$ cat config.mk
export PLATFORM = sky130hd
export DESIGN_NAME = ifq_fetch_unit_flat
export DESIGN_NICKNAME = d
export VERILOG_FILES = /design/src/rtl/ifq_fetch_unit_if.sv /design/src/rtl/ifq_fetch_unit.sv /design/src/flat_wrapper.sv
export SDC_FILE = /design/constraint.sdc
export NUM_CORES = 1
export LEC_CHECK = 0
export BUFFER_PORTS_ARGS = -buffer_cell sky130_fd_sc_hd__buf_2
export CAP_MARGIN = 15
export CORE_MARGIN = 10
export CORE_UTILIZATION = 58
export DETAILED_ROUTE_END_ITERATION = 12
export PLACE_DENSITY = 0.83
export SYNTH_ARGS = -nofsm -noshare
export SYNTH_HDL_FRONTEND = slang
export SYNTH_SLANG_ARGS = --single-unit
export TNS_END_PERCENT = 50
$ cat constraint.sdc
create_clock -name clk -period 8 [get_ports clk]
set_input_delay 0.8 -clock clk [delete_from_list [all_inputs] [get_ports clk]]
set_output_delay 0.8 -clock clk [all_outputs]
set_load 0.1 [all_outputs]
$ cat src/rtl/ifq_fetch_unit_if.sv
// Fetch-side bus bundle: instruction memory request/response, redirect, and decode handshake.
// The master modport is the fetch unit; the slave modport is memory, branch logic and decode together.
interface ifq_fetch_unit_if #(
  parameter int XLEN = 64
);
  logic            imem_req;
  logic [XLEN-1:0] imem_addr;
  logic            imem_rvalid;
  logic [31:0]     imem_rdata;
  logic            redirect;
  logic [XLEN-1:0] redirect_pc;
  logic            id_ready;
  logic            id_valid;
  logic [31:0]     id_instr;
  logic [XLEN-1:0] id_pc;

  modport master (
    output imem_req,
    output imem_addr,
    input  imem_rvalid,
    input  imem_rdata,
    input  redirect,
    input  redirect_pc,
    input  id_ready,
    output id_valid,
    output id_instr,
    output id_pc
  );

  modport slave (
    input  imem_req,
    input  imem_addr,
    output imem_rvalid,
    output imem_rdata,
    output redirect,
    output redirect_pc,
    output id_ready,
    input  id_valid,
    input  id_instr,
    input  id_pc
  );
endinterface

$ cat src/rtl/ifq_fetch_unit.sv
// Sequential instruction fetch with a DEPTH-entry prefetch queue feeding the IF/ID register.
// Define IFQ_BYPASS_EN to forward a response straight to decode when the queue is empty.
module ifq_fetch_unit #(
  parameter int              DEPTH    = 4,
  parameter int              XLEN     = 64,
  parameter logic [XLEN-1:0] RESET_PC = '0
) (
  input  logic              clk,
  input  logic              reset,
  ifq_fetch_unit_if.master  bus
);
  localparam int AW = $clog2(DEPTH);
  localparam int CW = AW + 1;

  logic [XLEN-1:0] fetch_pc;
  logic [XLEN-1:0] inflight_pc;
  logic [XLEN-1:0] q_pc    [DEPTH];
  logic [31:0]     q_instr [DEPTH];
  logic [AW-1:0]   rd_ptr;
  logic [AW-1:0]   wr_ptr;
  logic [CW-1:0]   count;
  logic            inflight;
  logic            stale;

  logic            issue;
  logic            push_ok;
  logic            q_valid;
  logic            store;
  logic            pop;

  // Credit is taken from the registered count, so a same-cycle pop cannot fund a new request.
  assign issue   = !reset && !bus.redirect && ((count + CW'(inflight)) < CW'(DEPTH));
  assign push_ok = !reset && !bus.redirect && bus.imem_rvalid && inflight && !stale;
  assign q_valid = !reset && (count != '0);

  assign bus.imem_req  = issue;
  assign bus.imem_addr = reset ? RESET_PC : fetch_pc;

`ifdef IFQ_BYPASS_EN
  logic bypass;

  assign bypass = push_ok && (count == '0);

  always_comb begin
    bus.id_valid = q_valid || bypass;
    bus.id_instr = '0;
    bus.id_pc    = '0;
    if (q_valid) begin
      bus.id_instr = q_instr[rd_ptr];
      bus.id_pc    = q_pc[rd_ptr];
    end else if (bypass) begin
      bus.id_instr = bus.imem_rdata;
      bus.id_pc    = inflight_pc;
    end
  end

  // A bypassed word that decode takes immediately never occupies a slot.
  assign store = push_ok && !(bypass && bus.id_ready);
`else
  always_comb begin
    bus.id_valid = q_valid;
    bus.id_instr = '0;
    bus.id_pc    = '0;
    if (q_valid) begin
      bus.id_instr = q_instr[rd_ptr];
      bus.id_pc    = q_pc[rd_ptr];
    end
  end

  assign store = push_ok;
`endif

  assign pop = q_valid && bus.id_ready && !bus.redirect;

  always_ff @(posedge clk) begin
    if (reset) begin
      fetch_pc    <= RESET_PC;
      inflight_pc <= RESET_PC;
      rd_ptr      <= '0;
      wr_ptr      <= '0;
      count       <= '0;
      inflight    <= 1'b0;
      stale       <= 1'b0;
    end else if (bus.redirect) begin
      fetch_pc <= {bus.redirect_pc[XLEN-1:2], 2'b00};
      rd_ptr   <= '0;
      wr_ptr   <= '0;
      count    <= '0;
      inflight <= 1'b0;
      stale    <= inflight;
    end else begin
      if (issue) begin
        fetch_pc    <= fetch_pc + XLEN'(4);
        inflight    <= 1'b1;
        inflight_pc <= fetch_pc;
        stale       <= 1'b0;
      end else begin
        inflight <= 1'b0;
      end
      if (store) begin
        wr_ptr <= wr_ptr + AW'(1);
      end
      if (pop) begin
        rd_ptr <= rd_ptr + AW'(1);
      end
      if (store && !pop) begin
        count <= count + CW'(1);
      end else if (pop && !store) begin
        count <= count - CW'(1);
      end
    end
  end

  // Storage needs no reset: entries are only visible while count covers them.
  always_ff @(posedge clk) begin
    if (store) begin
      q_pc[wr_ptr]    <= inflight_pc;
      q_instr[wr_ptr] <= bus.imem_rdata;
    end
  end
endmodule

$ cat src/flat_wrapper.sv
// flat-port wrapper written by rule: the top's interface ports become plain ports
module ifq_fetch_unit_flat 
#(
  parameter int              DEPTH    = 4,
  parameter int              XLEN     = 64,
  parameter logic [XLEN-1:0] RESET_PC = '0
)
  (clk, reset, bus_imem_req, bus_imem_addr, bus_imem_rvalid, bus_imem_rdata, bus_redirect, bus_redirect_pc, bus_id_ready, bus_id_valid, bus_id_instr, bus_id_pc);
  ifq_fetch_unit_if #(.XLEN(XLEN)) bus_i ();
  input  logic clk;
  input  logic reset;
  output wire logic [$bits(bus_i.imem_req)-1:0] bus_imem_req;
  output wire logic [$bits(bus_i.imem_addr)-1:0] bus_imem_addr;
  input wire logic [$bits(bus_i.imem_rvalid)-1:0] bus_imem_rvalid;
  input wire logic [$bits(bus_i.imem_rdata)-1:0] bus_imem_rdata;
  input wire logic [$bits(bus_i.redirect)-1:0] bus_redirect;
  input wire logic [$bits(bus_i.redirect_pc)-1:0] bus_redirect_pc;
  input wire logic [$bits(bus_i.id_ready)-1:0] bus_id_ready;
  output wire logic [$bits(bus_i.id_valid)-1:0] bus_id_valid;
  output wire logic [$bits(bus_i.id_instr)-1:0] bus_id_instr;
  output wire logic [$bits(bus_i.id_pc)-1:0] bus_id_pc;
  assign bus_imem_req = bus_i.imem_req;
  assign bus_imem_addr = bus_i.imem_addr;
  assign bus_i.imem_rvalid = bus_imem_rvalid;
  assign bus_i.imem_rdata = bus_imem_rdata;
  assign bus_i.redirect = bus_redirect;
  assign bus_i.redirect_pc = bus_redirect_pc;
  assign bus_i.id_ready = bus_id_ready;
  assign bus_id_valid = bus_i.id_valid;
  assign bus_id_instr = bus_i.id_instr;
  assign bus_id_pc = bus_i.id_pc;
  ifq_fetch_unit #(.DEPTH(DEPTH), .XLEN(XLEN), .RESET_PC(RESET_PC)) u_core (.clk(clk), .reset(reset), .bus(bus_i));
endmodule
==> results.cfg <==
[die]
start_util = 0.5887
dieHeight_um = 210.2
dieWidth_um = 210.2
ios = 263
die_area_mm2 = 0.04420
core_mm2 = 0.03566
fp-row-count = 69

[finish]
drive_above_1_share = 0.2643
nets = 1837
syn_to_final_growth_pct = 15.93

[logic_synthesis]
seq_area_frac_synth = 0.6667
synth.avg_cell_area_um2 = 13.89
yosysMostFrequentCell = edfxtp_1
synthTopCellsByCount = edfxtp_1 (376), nand2_1 (190), dfxtp_1 (135)
synth_area_mm2 = 0.02099
synth-edff-count = 376
synth_top_area_cell = edfxtp_1
ys_types = 59
netlist_top_cells_area = edfxtp_1 (54%), dfxtp_1 (13%), mux4_2 (10%), nand2_1 (3.4%), and2_1 (3.0%)
yosysWarnings = 0
netlist.area_leader.share = 0.5379
ys.flop_type = edfxtp_1
async_flop_share = 0
ys_seq_elements = 511
synth_cells = 1511

[worst_setup_path]
cp-end-kind = output pin
cp_max_fo = 72
worst_setup_path_start_kind = primary input
worstPathArrival_ns = 3.91
r2r_end = u_core.fetch_pc[32]
path_delay_family = buffers and inverters
path_buf_inv = 5
critPathLaunch = reset
cp_common_cell = buf_4
max_stage_delay_ns = 0.72
cp_slowest_cell = buf_4
crit_cells = 7
worstPathRequired_ns = 7.20
critPathKind = in -> out
worst-r2r-cell-count = 7
r2r_slack_ns = 4.60
path_cells = buf_6, buf_4, nor3_1, mux2i_4, inv_2, buf_4, buf_2
worst_r2r_startpoint = u_core.count[0]

[grt]
grt_pass1_wl_um = 79580
grt_pass1_vias = 13900
grt_usage = 0.2310
met2_usage = 0.3802
grt_max_degree = 99
antenna_found_initial = 3
use_met3 = 0.04407
grt-ovfl-total = 0
globalRouteMet1Util = 0.3032
top_usage_layer = met2

[clocking]
cts_resized = 0
cts_inserted_buffers = 50
cts-hold-fix-buffers = 0
path_clk_slew_ns = 0.06
cts_setup_buffers = 0
htreeDepth = 2
cts_num_sinks = 511
worstSkewPairLatency_ns = 0.58
cts_buffer_depth = 3
cts_tree = yes
cts-root-buf = clkbuf_16

[routing]
avgViaCountPerCell = 6.053
wl_per_cell_um = 23.14
dr_total_vias = 13520
drt_pre_antenna_iters = 5
first_iter_violations = 1342
antenna_left = 0
routed_wl_um = 51660
drc = 0

[sta]
max_slew_margin = 0.2082
skew_ns = 0.01325
fin_setup_tns_ns = 0
setup_viol = 0
worst_pin_slew_ns = 1.186
finalCritPeriodShare = 0.5890
finalMaxSlewViolations = 0
hold_viol_final = 0
fmax_ghz = 0.2122
grt_setup_unrepaired = false
min_period_ns = 4.712

[power_and_ir_drop]
leakagePower_uw = 0.008616
irDropWorstVdd_v = 0.0001858
total_power_uw = 5641
power_density_mw_per_mm2 = 231.8

[placement]
io_buffer_count = 256
gp_congestion = 0.8243
hpwl_um = 31560

[flow_run]
drv_cap = 0

[run_status]
status = complete, no violations

[min_path]
min_from = bus_imem_rdata[14]
holdPathEnd = u_core.q_instr[2][14]
holdPathStages = 1
hold_class = in -> reg
## state kept, by name, summed over array words and instances (netlist names), named ones only
name / flops
u_core.q_pc: 248
u_core.rd_ptr: 2
u_core.wr_ptr: 2
u_core.q_instr: 128
u_core.inflight: 1
u_core.fetch_pc: 62
u_core.count: 3
u_core.inflight_pc: 62
u_core.stale: 1
## worst reg2reg max path: stages, from the launching register on
cell	delay (ns)
dfxtp_1	0.41
and3_1	0.41
mux2i_4	0.59
buf_4	0.83
nor3_1	0.39
nand3_1	0.17
mux2_2	0.34
a21oi_1	0.17
## cell type report
| class | instances | area, um2 |
|---|---|---|
| inverter | 17 | 63.81 |
| clock buffer | 60 | 1320 |
| multi-input combinational | 878 | 6559 |
| clock inverter | 34 | 386.6 |
| tap | 461 | 576.8 |
| antenna | 1 | 2.502 |
| sequential | 511 | 14000 |
| fill | 2441 | 11320 |
| timing repair buffer | 271 | 1423 |
## layout by cell type, fill, tap and decap left out, drive strengths merged, types with 24 or more instances in the layout
cell type  synthesis  routed
nor2              64      64
nand2            190     190
clkinv             0      24
dfxtp            135     135
edfxtp           376     376
mux4              94      94
nor2b             58      58
clkbuf            81      60
nand3             31      31
a21oi            111     111
and2              99      99
buf               27     271
## how the worst max path moves through the flow
| stage | to | slack (ns) |
|---|---|---|
| floorplan | u_core.q_instr[0][0] | 3.67 |
| detailed placement | bus_imem_req | 3.33 |
| global placement | bus_imem_req | 3.35 |
| global route | bus_imem_req | 3.04 |
| CTS | bus_imem_req | 3.31 |
| finish | bus_imem_req | 3.29 |
## metrics by stage
step                      setup slack [ns]  cell area, um2  instances  utilization  hold WS (ns)
final                                3.288           24330       2233       0.6824        0.4362
after global routing                 3.040           24330       2232       0.6824        0.4145
after CTS                            3.313           24300       2231       0.6816        0.4004
after detailed placement             3.327           22600       2137       0.6337        0.4869
after global placement               3.349           22600       2137       0.6337        0.4712
after floorplan                      3.673           21000       1514            -        0.4566
## where the power goes
part | leakage [uW] | switching (uW) | internal, uW
sequential | 0.00455 | 50.8 | 2860
clock | 0.000837 | 982 | 1440
combinational | 0.00323 | 234 | 75.9
## layer usage
layer	share of wire	up-vias
met3	0.084	99
met4	0.026	2
met1	0.40	6745
met2	0.49	640
met5	0.00025	-
li1	-	6031
## logic make-up after synthesis
| logic type | after synthesis | share of synthesized area |
|---|---|---|
| fa+ha+maj | 7 | 0.004530 |
| compound gates | 182 | 0.04960 |
| xor+xnor | 36 | 0.01502 |
| mux | 109 | 0.1082 |
| simple gates | 540 | 0.1321 |
| buf+inv | 125 | 0.02367 |
| other cells | 1 | 0.0001787 |
| flops | 511 | 0.6667 |
Note: power is estimated with default switching activity, not from simulation.
